===== config.mk =====
export PLATFORM = sky130hd
export DESIGN_NAME = hazard_stall_controller
export DESIGN_NICKNAME = d
export VERILOG_FILES = /design/src/rtl/pipe_ctrl_pkg.sv /design/src/rtl/hazard_detect.sv /design/src/rtl/hazard_stall_controller.sv
export SDC_FILE = /design/constraint.sdc
export NUM_CORES = 1
export LEC_CHECK = 0
export BUFFER_PORTS_ARGS = -buffer_cell sky130_fd_sc_hd__buf_2
export CAP_MARGIN = 0
export CORE_UTILIZATION = 30
export DETAILED_ROUTE_END_ITERATION = 16
export HOLD_SLACK_MARGIN = 0.06
export PLACE_DENSITY = 0.66
export SYNTH_ARGS = -nofsm -noshare
export SYNTH_HDL_FRONTEND = slang
export SYNTH_HIERARCHICAL = 1
export SYNTH_SLANG_ARGS = --single-unit
export TNS_END_PERCENT = 50

===== constraint.sdc =====
create_clock -name clk -period 2 [get_ports clk]
set_clock_uncertainty 0.1 [all_clocks]
set_input_delay 0.3 -clock clk [delete_from_list [all_inputs] [get_ports clk]]
set_output_delay 0.3 -clock clk [all_outputs]
set_load 0.02 [all_outputs]

===== src/rtl/pipe_ctrl_pkg.sv =====
// rtl/pipe_ctrl_pkg.sv - shared pipeline-control types and constants
// Contents:
//   state_t            : hazard controller FSM states (RUN, LU_STALL, MC_WAIT)
//   REG_ZERO           : architectural zero register, never a hazard source
//   *_DEF localparams  : default values for the controller parameters
package pipe_ctrl_pkg;

  typedef enum logic [1:0] {
    RUN      = 2'd0,
    LU_STALL = 2'd1,
    MC_WAIT  = 2'd2
  } state_t;

  localparam logic [4:0] REG_ZERO = 5'd0;

  localparam int LOAD_STALL_CYC_DEF = 1;
  localparam int MC_TIMEOUT_DEF     = 64;
  localparam int CNT_W_DEF          = 8;

endpackage


===== src/rtl/hazard_detect.sv =====
// rtl/hazard_detect.sv - combinational load-use hazard compare
// Ports:
//   rs_IF_ID, rt_IF_ID : source registers of the instruction in ID
//   rt_ID_EX           : destination register of the instruction in EX
//   MemRead_ID_EX      : instruction in EX is a load
//   load_use           : ID needs a value the load in EX has not produced yet
module hazard_detect
  import pipe_ctrl_pkg::*;
(
  input  logic [4:0] rs_IF_ID,
  input  logic [4:0] rt_IF_ID,
  input  logic [4:0] rt_ID_EX,
  input  logic       MemRead_ID_EX,
  output logic       load_use
);

  // r0 is hard-wired to zero, so a load targeting it never creates a dependency.
  assign load_use = MemRead_ID_EX && (rt_ID_EX != REG_ZERO) &&
                    ((rt_ID_EX == rs_IF_ID) || (rt_ID_EX == rt_IF_ID));

endmodule


===== src/rtl/hazard_stall_controller.sv =====
// rtl/hazard_stall_controller.sv - stall/bubble/flush sequencer for a 5-stage pipeline
// Optional feature macro: HAZARD_STALL_STATS_EN (adds stats_clr / stall_cycles)
// Ports:
//   clk, rst_n                  : clock, asynchronous active-low reset
//   rs_IF_ID, rt_IF_ID          : source registers of the instruction in ID
//   rt_ID_EX, MemRead_ID_EX     : destination / load flag of the instruction in EX
//   branch_taken_EX             : branch resolved taken in EX this cycle
//   mc_start_ID, mc_done        : multi-cycle op in ID / multi-cycle result valid
//   PC_Write, IF_ID_Write,
//   ID_EX_Write                 : pipeline register write enables
//   ID_EX_Bubble, EX_MEM_Bubble : zero control fields (insert NOP)
//   IF_ID_Flush, ID_EX_Flush    : clear pipeline registers
//   mc_timeout                  : one-cycle pulse on forced MC_WAIT exit
//   stats_clr, stall_cycles     : (stats build only) clear / count of PC stall cycles
module hazard_stall_controller
  import pipe_ctrl_pkg::*;
#(
  parameter int LOAD_STALL_CYC = LOAD_STALL_CYC_DEF,
  parameter int MC_TIMEOUT     = MC_TIMEOUT_DEF,
  parameter int CNT_W          = CNT_W_DEF
) (
  input  logic             clk,
  input  logic             rst_n,
  input  logic [4:0]       rs_IF_ID,
  input  logic [4:0]       rt_IF_ID,
  input  logic [4:0]       rt_ID_EX,
  input  logic             MemRead_ID_EX,
  input  logic             branch_taken_EX,
  input  logic             mc_start_ID,
  input  logic             mc_done,
  output logic             PC_Write,
  output logic             IF_ID_Write,
  output logic             ID_EX_Write,
  output logic             ID_EX_Bubble,
  output logic             EX_MEM_Bubble,
  output logic             IF_ID_Flush,
  output logic             ID_EX_Flush,
  output logic             mc_timeout
`ifdef HAZARD_STALL_STATS_EN
  ,
  input  logic             stats_clr,
  output logic [CNT_W-1:0] stall_cycles
`endif
);

  localparam logic [CNT_W-1:0] LU_RELOAD = CNT_W'(LOAD_STALL_CYC - 1);
  localparam logic [CNT_W-1:0] MC_LAST   = CNT_W'(MC_TIMEOUT - 1);

  state_t           state, nxt_state;
  logic [CNT_W-1:0] cnt, nxt_cnt;
  logic             load_use;

  hazard_detect u_hazard_detect (
    .rs_IF_ID      (rs_IF_ID),
    .rt_IF_ID      (rt_IF_ID),
    .rt_ID_EX      (rt_ID_EX),
    .MemRead_ID_EX (MemRead_ID_EX),
    .load_use      (load_use)
  );

  // Next-state and Mealy output decode. Outputs react to the inputs in the
  // same cycle so a hazard is held off before it reaches the next register.
  always_comb begin
    nxt_state     = state;
    nxt_cnt       = cnt;
    PC_Write      = 1'b1;
    IF_ID_Write   = 1'b1;
    ID_EX_Write   = 1'b1;
    ID_EX_Bubble  = 1'b0;
    EX_MEM_Bubble = 1'b0;
    IF_ID_Flush   = 1'b0;
    ID_EX_Flush   = 1'b0;
    mc_timeout    = 1'b0;

    case (state)
      RUN: begin
        if (branch_taken_EX) begin
          // The instructions in IF and ID are on the wrong path, so any
          // hazard they raise is moot.
          IF_ID_Flush = 1'b1;
          ID_EX_Flush = 1'b1;
        end else if (load_use) begin
          PC_Write     = 1'b0;
          IF_ID_Write  = 1'b0;
          ID_EX_Bubble = 1'b1;
          if (LOAD_STALL_CYC > 1) begin
            nxt_state = LU_STALL;
            nxt_cnt   = LU_RELOAD;
          end
        end else if (mc_start_ID) begin
          nxt_state = MC_WAIT;
          nxt_cnt   = '0;
        end
      end

      LU_STALL: begin
        PC_Write     = 1'b0;
        IF_ID_Write  = 1'b0;
        ID_EX_Bubble = 1'b1;
        nxt_cnt      = cnt - CNT_W'(1);
        if (cnt <= CNT_W'(1)) begin
          nxt_state = RUN;
        end
      end

      MC_WAIT: begin
        if (mc_done) begin
          nxt_state = RUN;
          nxt_cnt   = '0;
        end else if (cnt >= MC_LAST) begin
          mc_timeout = 1'b1;
          nxt_state  = RUN;
          nxt_cnt    = '0;
        end else begin
          // ID is frozen here, so hazards in ID wait until we are back in RUN.
          PC_Write      = 1'b0;
          IF_ID_Write   = 1'b0;
          ID_EX_Write   = 1'b0;
          EX_MEM_Bubble = 1'b1;
          nxt_cnt       = (&cnt) ? cnt : cnt + CNT_W'(1);
        end
      end

      default: begin
        nxt_state = RUN;
        nxt_cnt   = '0;
      end
    endcase

    // Reset overrides everything combinationally, without waiting for a clock.
    if (!rst_n) begin
      PC_Write      = 1'b0;
      IF_ID_Write   = 1'b0;
      ID_EX_Write   = 1'b0;
      ID_EX_Bubble  = 1'b1;
      EX_MEM_Bubble = 1'b1;
      IF_ID_Flush   = 1'b1;
      ID_EX_Flush   = 1'b1;
      mc_timeout    = 1'b0;
    end
  end

  always_ff @(posedge clk or negedge rst_n) begin
    if (!rst_n) begin
      state <= RUN;
      cnt   <= '0;
    end else begin
      state <= nxt_state;
      cnt   <= nxt_cnt;
    end
  end

`ifdef HAZARD_STALL_STATS_EN
  always_ff @(posedge clk or negedge rst_n) begin
    if (!rst_n) begin
      stall_cycles <= '0;
    end else if (stats_clr) begin
      stall_cycles <= '0;
    end else if (!PC_Write && !(&stall_cycles)) begin
      stall_cycles <= stall_cycles + CNT_W'(1);
    end
  end
`endif

endmodule


Yosys cells after proc, flatten, opt, wreduce, memory -nomap -nowiden
Cells that the tools add are included.

word-level totals
  flip-flop bits (word level) = 10

cells by class
  add/sub/neg operators = 2
  magnitude comparators = 2
  eq/ne operators = 10
  muxes and demuxes = 36
  reductions and logical operators = 8

operator list
  operator                                              count
  two-way mux 8 bit                                     6
  one-hot mux 8 bit (3 select lines)                    1
  two-way mux 1 bit                                     20
  two-way mux 2 bit                                     6
  == test 5 bit                                         2
  adder 8 x 1 -> 8 bit (second input constant)          1
  >= comparator 8 x 6 -> 1 bit (second input constant)  1
  <= comparator 8 x 1 -> 1 bit (second input constant)  1
  inequality test 2 bit (second input constant)         4
  AND reduction 8 bit                                   1
  subtractor 8 x 1 -> 8 bit (second input constant)     1
  one-hot mux 2 bit (3 select lines)                    1
  AND reduction 5 bit                                   1
  nonzero test 5 bit                                    1
  inequality test 4 bit (second input constant)         1
  AND reduction 4 bit                                   1
  inequality test 3 bit (second input constant)         1
  one-hot mux 1 bit (3 select lines)                    1
  == test 2 x 1 -> 1 bit (second input constant)        1
  == test 2 bit (second input constant)                 1
  logical AND 1 bit                                     2
  logical NOT 2 bit                                     1
  one-hot mux 1 bit (2 select lines)                    1
  logical OR 1 bit                                      1

Logic depth before layout (Yosys ltp)
Gate-level depths: netlist of run 1.

  depth in word-level cells = 7
  mapped depth = 8
  gate-level depth less buffers = 8

Cells and area by module
The synthesis of run 1 kept the hierarchy.

modules (own cells, without submodules)
  module                   instances  cells each  area an instance (µm²)
  hazard_stall_controller  1          57          486.7
  hazard_detect            1          17          125.1

Worst setup path after synthesis of run 1
Ideal clock, no wire load.

  kind = input-to-output
  from = input port rt_ID_EX[1]
  to = output port PC_Write
  arrival time = 1.764 ns
  required time = 1.600 ns
  setup slack = -0.164 ns
  stages on the path = 7
  path buffers = 1
  cells stage by stage = or4_1 o21ai_1 a21oi_1 nand2_1 nand2_1 nor2_1 buf_4

between the ends
  longest elaborated chain between the ends = 7
  elaborated cells on any way between the ends = 10
  classes of those cells = 2 x eq/ne; 4 x mux; 4 x reduce/logical

RTL lines
  element                                                line                                      RTL
  start: declaration                                     hazard_stall_controller.sv:26             input logic [4:0] rt_ID_EX,
  == test 5 bit or nonzero test 5 bit (tied branches)    hazard_detect.sv:19, hazard_detect.sv:18
  logical OR 1 bit or logical AND 1 bit (tied branches)  hazard_detect.sv:19, hazard_detect.sv:18
  logical AND 1 bit *                                    hazard_detect.sv:18                       assign load_use = MemRead_ID_EX && (rt_ID_EX != REG_ZERO) &&
  via load_use                                           hazard_stall_controller.sv:51             logic load_use;
  two-way mux 1 bit * (2 in series)                      --
  one-hot mux 1 bit (3 select lines) *                   --
  two-way mux 1 bit *                                    --
  end: declaration                                       hazard_stall_controller.sv:31             output logic PC_Write,

The timed path passes the listed nets; every way through them passes the cells marked *.

Worst setup path in the final report of run 1
  from = register cnt[7]
  to = output port EX_MEM_Bubble

between the ends
  longest elaborated chain between the ends = 5

RTL lines
  element                       line                            RTL
  start: declaration            hazard_stall_controller.sv:50   logic [CNT_W-1:0] cnt, nxt_cnt;
  start signal: assignment      hazard_stall_controller.sv:149  cnt <= nxt_cnt;
  >= comparator 8 x 6 -> 1 bit  hazard_stall_controller.sv:110  end else if (cnt >= MC_LAST) begin
  two-way mux 1 bit             hazard_stall_controller.sv:110
  two-way mux 1 bit             hazard_stall_controller.sv:107  if (mc_done) begin
  two-way mux 1 bit             hazard_stall_controller.sv:75   case (state)
  two-way mux 1 bit             hazard_stall_controller.sv:131  if (!rst_n) begin
  end: declaration              hazard_stall_controller.sv:35   output logic EX_MEM_Bubble,

Every way passes these cells.

==> results of run 1 <==
-- final cells by class --
type                            instances  area share, %
Multi-Input combinational cell         58           43.0
Tap cell                               25           3.38
Timing Repair Buffer                   38           24.8
Inverter                                4           1.62
Clock buffer                            4           2.84
Sequential cell                         9           24.4
-- power by group through the flow --
stage / clock network (mW) / logic (mW) / registers (mW)
final: 0.142 / 0.153 / 0.201
after global routing: 0.159 / 0.174 / 0.202
after CTS: 0.149 / 0.149 / 0.200
after detailed placement: 0 / 0.140 / 0.204
after global placement: 0 / 0.137 / 0.203
after floorplan: 0 / 0.0748 / 0.204
-- cell usage in the layout (no fill, tap or decap), drive strengths merged --
| cell | count |
|---|---|
| a21oi | 3 |
| a22o | 1 |
| a31oi | 2 |
| and2 | 2 |
| and3 | 1 |
| buf | 37 |
| clkbuf | 4 |
| dfrtp | 9 |
| dlygate4sd3 | 1 |
| ha | 1 |
| inv | 4 |
| nand2 | 6 |
| nand2b | 3 |
| nand3 | 4 |
| nand3b | 1 |
| nor2 | 6 |
| nor2b | 1 |
| nor3 | 3 |
| nor3b | 1 |
| o21ai | 9 |
| or2 | 1 |
| or4 | 2 |
| or4b | 1 |
| xnor2 | 4 |
| xor2 | 6 |
-- repair_timing --
action / in CTS / in global routing
hold buffers: 1 / 0
buffers inserted: 1 / 0
pin swaps: 1 / 0
setup endpoints to repair: 4 / 7
gates resized for setup: 4 / 8
hold endpoints to repair: 9 / 0
-- logic make-up after synthesis --
family,count (synthesis)
XOR/XNOR,10
adder cells (fa/ha/maj),1
flip-flops,9
buffers and inverters,7
AO/OA/AOI/OAI,15
AND/OR/NAND/NOR,32
-- worst max-delay path, cell delays in order (launching register included) --
cell and delay, ps:
dfrtp_1 380, or4b_4 560, a31oi_4 200, nor2b_2 60, inv_1 60, buf_6 110
-- flip-flops by register name, indices dropped and copies added (netlist names) --
register and flops:
cnt 8, state 1
-- metal layers --
metal / vias to the layer above / track usage, % / routed length [um]
li1: 330 / - / -
met1: 276 / 21.3 / 733
met2: 16 / 24.7 / 643
met3: 2 / 6.92 / 71
met4: 0 / 3.43 / 6
met5: - / 0 / 0
-- synthesized netlist by cell type (all sizes together), types with 3 or more instances --
| library cell | n |
|---|---|
| xor2 | 6 |
| xnor2 | 4 |
| nor2 | 6 |
| nand3 | 4 |
| nand2 | 6 |
| dfrtp | 9 |
| buf | 3 |
| inv | 4 |
| nand2b | 3 |
| nor3 | 3 |
| a21oi | 3 |
| o21ai | 9 |
-- worst paths after layout --
kind,end,startpoint,slack [ps]
max,EX_MEM_Bubble,cnt[7],-40
min,state[1],branch_taken_EX,250
max reg2reg,cnt[5],cnt[7],270
min reg2reg,cnt[0],cnt[0],410
max in group asynchronous,cnt[7],rst_n,1250
min in group asynchronous,cnt[1],rst_n,340
==> qor.csv, run 1 <==
stage,metric,value,unit
status,status,"complete, but fails checks",
status,failing checks,setup timing,
timing,slew margin rel.,81.9,%
setup_path,Setup CP Type,reg2out,
timing,Tightest Pin Transition,272,ps
synthesis,adder-cell share of the synthesized area,2.04,%
synthesis,"Avg Cell Area, Syn",8.27,sq um
placement,pre-CTS setup slack,-153,ps
setup_path,CP Data Required Time,1600,ps
setup_path,CP Max Fanout,3,
placement,Placed Instances,132,
power_and_ir_drop,Pwr Total,0.496,mW
min_path,Min-Delay Path Class,in2reg,
setup_path,Startpoint Class,flop,
clocking,clock latency on the worst-skew pair,260,ps
timing,RSZ-0062 raised after global routing,yes,
clocking,Clock Path Buffers,2,
timing,Final Cycle Share,102,%
synthesis,Yosys top cell area share,36.8,%
clocking,TritonCTS clock tree,built,
setup_path,Register-to-Register Path Depth,6,
floorplan,IO Count,29,
timing,Final Hold Fails,0,
drt,Total Wirelength,1.46,mm
synthesis,"EDFF count, synth",0,
global_route,vias in the first global route,563,
layout,Area Overhead vs Synth,51.1,%
floorplan,# rows,15,
layout,"Cell Count, Final, Fillers Out",138,
synthesis,Gate Count Post-Synth,74,
power_and_ir_drop,power density cells,536,mW/mm^2
global_route,grt total ovfl,0,
global_route,largest net degree at the start of global routing,14,
clocking,H-tree depth,1,
drt,Final ANT Viol Nets,0,
power_and_ir_drop,switching power,0.150,mW
timing,fmax,0.491,GHz
flow_run,MaxCap Viol Count,0,
synthesis,Post-Syn Area,612,sq um
timing,post-route minimum period,2040,ps
global_route,initial antenna violation count,0,
global_route,first-pass GRT wire length,2.45,mm
drt,Via density,4.52,
power_and_ir_drop,Clk network pwr share,28.7,%
global_route,Tot GR Track Use,16.2,%
clocking,clk slew on worst S/H paths,60,ps
floorplan,initial core utilization,33.6,%
timing,final setup fails,4,
synthesis,register area share after synthesis,36.8,%
synthesis,largest family of logic cells by synthesized area,simple AND/OR/NAND/NOR gates,
power_and_ir_drop,Net Sw Frac,30.3,%
power_and_ir_drop,P_leak,0.438,nW
synthesis,Cell variety after synth,25,
floorplan,die footprint,0.00222,sq mm
floorplan,Die Ht,47.2,um
layout,fill cell count,183,
synthesis,ranking of synthesized cells by area,"dfrtp_1 37%, xor2_1 8.6%, xnor2_1 5.7%, o21ai_0 4.9%, nand2_1 3.7%",
synthesis,post-synthesis compound-gate area fraction,13.3,%
synthesis,synthesis-stage register bit count,9,
placement,Port Buf Inserts,28,
timing,post-route setup slack,-38.5,ps
synthesis,post-synth net total,96,
floorplan,Chip Width,47.2,um
placement,Placed Area,840,sq um
synthesis,xor/xnor cell area share of the yosys netlist,14.3,%
layout,design area,925,sq um
placement,GP Congestion,0.718,
drt,WL/cell,10.5,um
power_and_ir_drop,Cell Int Power,0.345,mW
setup_path,Worst EP arrival,1640,ps
layout,register area,225,sq um
synthesis,post-synthesis mux area share,0,%
min_path,WHS Path Cells,4,
power_and_ir_drop,worst vdd ir,0.000320,V
layout,area of the multi-input gates,398,sq um
timing,Final Max Slew Viols,0,
layout,share of cells above drive strength 1,44.2,%
synthesis,top_reg_cell synth,dfrtp_1,
layout,nets@finish,136,
synthesis,cell taking the most area after synthesis,dfrtp_1,
clocking,Root Buffer,clkbuf_4,
timing,TNS Setup,-111,ps
clocking,Num CTS Buffers,3,
timing,hold slack,253,ps
clocking,clock sink total,9,
synthesis,Async SR Flop Fraction,100,%
drt,drt initial violations,6,
placement,dpl hpwl,1.15,mm
synthesis,Synth Area in Simple Gates,27.8,%
drt,residual DRC count,0,
layout,ANT cells,0,
floorplan,Core Area,0.00182,sq mm
setup_path,Critical Path Sink Type,primary output,
power_and_ir_drop,sequential power share,40.5,%
layout,Finished Core Util,50.8,%
power_and_ir_drop,Logic pwr share,30.8,%
synthesis,Synth Warn #,6,
drt,routed vias,624,
drt,Pre-antenna DRT Iters,3,
(Power assumes the default switching activity.)
==> inputs of run 2 (changes only) <==
==> constraint.sdc (replaced) <==
create_clock -name clk -period 2.6 [get_ports clk]
set_clock_uncertainty 0.1 [all_clocks]
set_input_delay 0.39 -clock clk [delete_from_list [all_inputs] [get_ports clk]]
set_output_delay 0.39 -clock clk [all_outputs]
set_load 0.02 [all_outputs]
==> qor.csv, run 2 (synthesis gave the netlist of run 1 again) <==
stage,metric,value,unit,change
status,status,"complete, no violations",,
clocking,TritonCTS clock tree,built,,
setup_path,Setup CP Type,reg2out,,
power_and_ir_drop,sequential power share,44.3,%,+3.8 points
clocking,H-tree depth,1,,unchanged
layout,"commonest cells after routing, fill and taps aside","28 x buf_2, 9 x dfrtp_1",,
timing,slew margin rel.,67.9,%,-14 points
layout,max FFs per register,8,,unchanged
drt,drt initial violations,3,,-3
min_path,hold path start,branch_taken_EX,,
floorplan,# rows,15,,unchanged
timing,Tightest Pin Transition,479,ps,+208 ps
global_route,vias in the first global route,532,,-5.5%
setup_path,r2r setup slk,740,ps,+470 ps
global_route,Tot GR Track Use,14.7,%,-1.4 points
timing,final setup fails,0,,-4
drt,Final ANT Viol Nets,0,,unchanged
setup_path,Register-to-Register Path Depth,4,,-2
power_and_ir_drop,Logic pwr share,26.3,%,-4.5 points
setup_path,CP Cell Sequence,or4b_1 -> a31oi_1 -> buf_4 -> nor2b_1 -> inv_1 -> buf_2,,
clocking,clock sink total,9,,unchanged
floorplan,IO Count,29,,unchanged
timing,RSZ-0062 raised after global routing,no,,
drt,residual DRC count,0,,unchanged
floorplan,initial core utilization,33.6,%,unchanged
layout,top flop regs,"cnt: 8 flops, state: 1 flops",,
setup_path,CP max stage delay,550,ps,about the same
timing,post-route setup slack,365,ps,+404 ps
min_path,Min-Delay Path Class,in2reg,,
layout,"most common cell after layout, fill and taps aside",buf_2,,
layout,share of cells above drive strength 1,31.1,%,-13 points
timing,fmax,0.447,GHz,
power_and_ir_drop,worst vdd ir,0.000201,V,-37%
global_route,largest net degree at the start of global routing,14,,unchanged
clocking,clock latency on the worst-skew pair,250,ps,about the same
clocking,# Post-CTS Setup Buffers,0,,-1
setup_path,CP Buf/Inv Count,3,,+1
floorplan,Chip Width,47.2,um,unchanged
setup_path,CP Max Fanout,5,,+2
min_path,WHS Path Cells,4,,unchanged
power_and_ir_drop,power density cells,432,mW/mm^2,-19%
setup_path,Reg2Reg Launch Point,cnt[6],,
global_route,grt total ovfl,0,,unchanged
layout,design area,815,sq um,-12%
clocking,clk slew on worst S/H paths,60,ps,about the same
setup_path,"delay-heaviest family, CP",simple AND/OR/NAND/NOR gates,,
clocking,Root Buffer,clkbuf_4,,
placement,Placed Area,778,sq um,-7.3%
drt,routed vias,586,,-6.1%
power_and_ir_drop,Cell Int Power,0.248,mW,-28%
placement,Port Buf Inserts,28,,unchanged
floorplan,Die Ht,47.2,um,unchanged
placement,pre-CTS setup slack,150,ps,+302 ps
layout,register area,225,sq um,unchanged
layout,"Cell Count, Final, Fillers Out",131,,-5.1%
layout,nets@finish,129,,-5.1%
setup_path,worst r2r dst,cnt[5],,
power_and_ir_drop,Clk network pwr share,29.4,%,+0.7 points
global_route,initial antenna violation count,0,,unchanged
power_and_ir_drop,switching power,0.103,mW,-31%
drt,Via density,4.47,,-1.1%
global_route,first-pass GRT wire length,2.26,mm,-7.6%
clocking,CTS-repair resized insts,0,,-4
power_and_ir_drop,Net Sw Frac,29.4,%,-0.91 points
timing,TNS Setup,0,ps,+111 ps
timing,Final Hold Fails,0,,unchanged
floorplan,die footprint,0.00222,sq mm,unchanged
layout,Area Overhead vs Synth,33.1,%,
clocking,Clock Path Buffers,2,,unchanged
layout,ANT cells,0,,unchanged
setup_path,Startpoint Class,flop,,
placement,dpl hpwl,1.10,mm,-4.5%
setup_path,Worst path slowest cell,or4b_1,,
clocking,Num CTS Buffers,3,,unchanged
layout,area of the multi-input gates,352,sq um,-12%
setup_path,Worst EP arrival,1740,ps,+100 ps
power_and_ir_drop,P_leak,0.397,nW,-9.4%
min_path,hold worst-path end,state[1],,
timing,Final Cycle Share,85.9,%,
layout,fill cell count,188,,+2.7%
placement,Placed Instances,126,,-4.5%
timing,Final Max Slew Viols,0,,unchanged
drt,WL/cell,10.2,um,-3.3%
floorplan,Core Area,0.00182,sq mm,unchanged
setup_path,Critical Path Sink Type,primary output,,
setup_path,CP Data Required Time,2110,ps,+510 ps
timing,post-route minimum period,2230,ps,
layout,Top reg by flops,cnt,,
flow_run,MaxCap Viol Count,0,,unchanged
drt,Pre-antenna DRT Iters,3,,unchanged
drt,Total Wirelength,1.34,mm,-8.2%
placement,GP Congestion,0.812,,+13%
-- run 2: layout make-up --
class | instances | area share, %
multi-input combinational | 58 | 43.2
sequential | 9 | 27.6
timing repair buffer | 31 | 20.3
tap | 25 | 3.84
clock buffer | 4 | 3.23
inverter | 4 | 1.84
-- run 2: through the flow --
| stage | utilization [%] | hold WS [ps] | power [mW] |
|---|---|---|---|
| 2_1_floorplan | - | -5.59 | 0.212 |
| 3_3_place_gp | 42.7 | 172 | 0.249 |
| 3_5_place_dp | 42.7 | 174 | 0.250 |
| 4_1_cts | 44.7 | 343 | 0.358 |
| 5_1_grt | 44.7 | 371 | 0.376 |
| 6_report | 44.7 | 350 | 0.352 |
-- run 2: power by group through the flow --
stage               Clock [mW]  Sequential (mW)  Combinational [mW]
global placement             0            0.158              0.0907
CTS                      0.109            0.156              0.0934
floorplan                    0            0.157              0.0554
detailed placement           0            0.158              0.0920
global route             0.116            0.158               0.103
finish                   0.103            0.156              0.0926
-- run 2: repair_timing --
action,CTS,global route
endpoints found under the hold margin,9,0
hold buffers,1,0
setup endpoints to repair,0,0
-- run 2: tightest hold or removal path: cells and delay by family --
| kind | cells | cell delay, ps |
|---|---|---|
| buffers and inverters | 2 | 150 |
| and+or+nand+nor | 1 | 60 |
| AOI/OAI and AO/OA | 1 | 70 |
-- run 2: worst max-delay path by stage --
stage                start  cells after the start             to  slack, ps
4_1_cts             cnt[6]                      6  EX_MEM_Bubble        350
6_report            cnt[6]                      6  EX_MEM_Bubble        370
3_3_place_gp   rt_ID_EX[1]                      8         cnt[5]        230
2_1_floorplan  rt_ID_EX[1]                      7       PC_Write        260
5_1_grt        rt_ID_EX[1]                      8         cnt[5]        260
3_5_place_dp   rt_ID_EX[1]                      8         cnt[5]        150
-- run 2: per-layer routing --
layer | share of wire [%] | track usage, % | vias up
li1 | - | - | 317
met1 | 47 | 19.6 | 256
met2 | 49 | 20.8 | 13
met3 | 3.7 | 6.15 | 0
met4 | 0 | 6.29 | 0
met5 | 0 | 0 | -
==> inputs of run 3 (changes only) <==
--- a/config.mk
+++ b/config.mk
@@ -7,10 +7,13 @@
 export LEC_CHECK = 0
 export BUFFER_PORTS_ARGS = -buffer_cell sky130_fd_sc_hd__buf_2
 export CAP_MARGIN = 0
+export CELL_PAD_IN_SITES_DETAIL_PLACEMENT = 1
+export CELL_PAD_IN_SITES_GLOBAL_PLACEMENT = 1
 export CORE_UTILIZATION = 30
+export CTS_BUF_LIST = sky130_fd_sc_hd__clkbuf_16
 export DETAILED_ROUTE_END_ITERATION = 16
 export HOLD_SLACK_MARGIN = 0.06
-export PLACE_DENSITY = 0.66
+export PLACE_DENSITY = 0.84
 export SYNTH_ARGS = -nofsm -noshare
 export SYNTH_HDL_FRONTEND = slang
 export SYNTH_HIERARCHICAL = 1
==> qor.csv, run 3 (synthesis gave the netlist of run 1 again) <==
stage,metric,value,unit,change
drt,Via density,4.76,,+6.4%
global_route,grt total ovfl,0,,unchanged
setup_path,CP max stage delay,560,ps,about the same
floorplan,# rows,15,,unchanged
clocking,clk slew on worst S/H paths,40,ps,-20 ps
placement,dpl hpwl,1.36,mm,+24%
clocking,Hold Buf Count CTS,1,,unchanged
clocking,Clock Path Buffers,2,,unchanged
clocking,H-tree depth,1,,unchanged
timing,RSZ-0062 raised after global routing,no,,
clocking,Root Buffer,clkbuf_16,,
min_path,hold path start,branch_taken_EX,,
global_route,Tot GR Track Use,18.7,%,+4.0 points
clocking,TritonCTS clock tree,built,,
setup_path,Reg2Reg Launch Point,cnt[6],,
floorplan,Die Ht,47.2,um,unchanged
setup_path,CP Max Fanout,3,,-2
power_and_ir_drop,power density cells,601,mW/mm^2,+39%
global_route,largest net degree at the start of global routing,14,,unchanged
timing,Tightest Pin Transition,364,ps,-115 ps
floorplan,Core Area,0.00182,sq mm,unchanged
placement,GP Congestion,0.732,,-9.8%
setup_path,CP Cell Sequence,or4b_1 -> a31oi_1 -> nor2b_1 -> inv_1 -> buf_2,,
global_route,first-pass GRT wire length,2.82,mm,+25%
floorplan,initial core utilization,33.6,%,unchanged
timing,final setup fails,0,,unchanged
layout,top flop regs,"cnt: 8 flops, state: 1 flops",,
layout,"most common cell after layout, fill and taps aside",buf_2,,
timing,TNS Setup,0,ps,unchanged
timing,Final Cycle Share,85.7,%,-0.22 points
floorplan,Chip Width,47.2,um,unchanged
floorplan,IO Count,29,,unchanged
clocking,# Post-CTS Setup Buffers,0,,unchanged
drt,WL/cell,12.6,um,+23%
timing,slew margin rel.,75.5,%,+7.5 points
timing,Final Max Slew Viols,0,,unchanged
setup_path,Startpoint Class,flop,,
drt,Pre-antenna DRT Iters,2,,-1
setup_path,Worst path slowest cell,or4b_1,,
drt,drt initial violations,4,,+1
global_route,vias in the first global route,607,,+14%
layout,ANT cells,0,,unchanged
layout,Finished Core Util,48.0,%,+3.3 points
min_path,Min-Delay Path Class,in2reg,,
layout,nets@finish,130,,+0.78%
power_and_ir_drop,P_leak,0.429,nW,+8.1%
setup_path,Critical Path Sink Type,primary output,,
setup_path,CP Data Required Time,2110,ps,about the same
drt,residual DRC count,0,,unchanged
global_route,initial antenna violation count,0,,unchanged
power_and_ir_drop,Pwr Total,0.525,mW,+49%
layout,Top reg by flops,cnt,,
drt,routed vias,628,,+7.2%
status,status,"complete, no violations",,
timing,fmax,0.449,GHz,+0.25%
clocking,CTS-repair resized insts,0,,unchanged
layout,"commonest cells after routing, fill and taps aside","28 x buf_2, 9 x dfrtp_1",,
timing,Final Hold Fails,0,,unchanged
layout,share of cells above drive strength 1,31.8,%,+0.64 points
clocking,clock latency on the worst-skew pair,240,ps,about the same
setup_path,Worst EP arrival,1740,ps,about the same
drt,Total Wirelength,1.66,mm,+24%
floorplan,die footprint,0.00222,sq mm,unchanged
placement,Port Buf Inserts,28,,unchanged
setup_path,Setup CP Type,reg2out,,
timing,post-route minimum period,2230,ps,-5.61 ps
flow_run,MaxCap Viol Count,0,,unchanged
power_and_ir_drop,worst vdd ir,0.000379,V,+89%
layout,max FFs per register,8,,unchanged
clocking,clock sink total,9,,unchanged
clocking,Num CTS Buffers,3,,unchanged
layout,Area Overhead vs Synth,42.9,%,
setup_path,CP startpoint,cnt[6],,
drt,Final ANT Viol Nets,0,,unchanged
run 3: worst paths after layout:
check / to / slack, ps / depth (start not counted)
worst max-delay path: EX_MEM_Bubble / 370 / 5
worst min-delay path: state[1] / 380 / 4
worst max register to register: cnt[5] / 730 / 4
worst min register to register: cnt[7] / 410 / 1
max in group asynchronous: cnt[4] / 1740 / 2
min in group asynchronous: cnt[5] / 450 / 2
run 3: power by group:
group,internal (mW),switching [mW]
combinational,0.0443,0.0542
sequential,0.149,0.00846
clock,0.201,0.0688
run 3: metal layers:
layer	vias up	global-route usage [%]	part of all wire (%)
li1	318	-	-
met1	297	25.1	47
met2	11	27.8	49
met3	2	7.31	3.4
met4	0	5.71	0.66
met5	-	0	0
run 3: worst max-delay path: cells and delay by family (launching register included):
| kind | cells | cell delay, ps |
|---|---|---|
| buffers and inverters | 2 | 200 |
| AOI/OAI and AO/OA | 1 | 270 |
| DFF | 1 | 380 |
| and+or+nand+nor | 2 | 660 |
run 3: cell type report:
| class | instances | area, sq um |
|---|---|---|
| multi-input cells | 58 | 352 |
| inverters | 4 | 15.0 |
| well taps | 25 | 31.3 |
| fillers | 248 | 946 |
| clock buffers | 3 | 75.1 |
| clock inverters | 1 | 3.75 |
| repair buffers | 32 | 173 |
| flip-flops and latches | 9 | 225 |
run 3: metrics by stage:
step	cells	hold WS [ps]	worst slack, ps	instance area [sq um]
after global routing	132	426	266	875
final	132	382	371	875
after detailed placement	127	174	234	786
after global placement	127	172	351	786
after CTS	132	387	346	875
after floorplan	74	-5.59	256	612
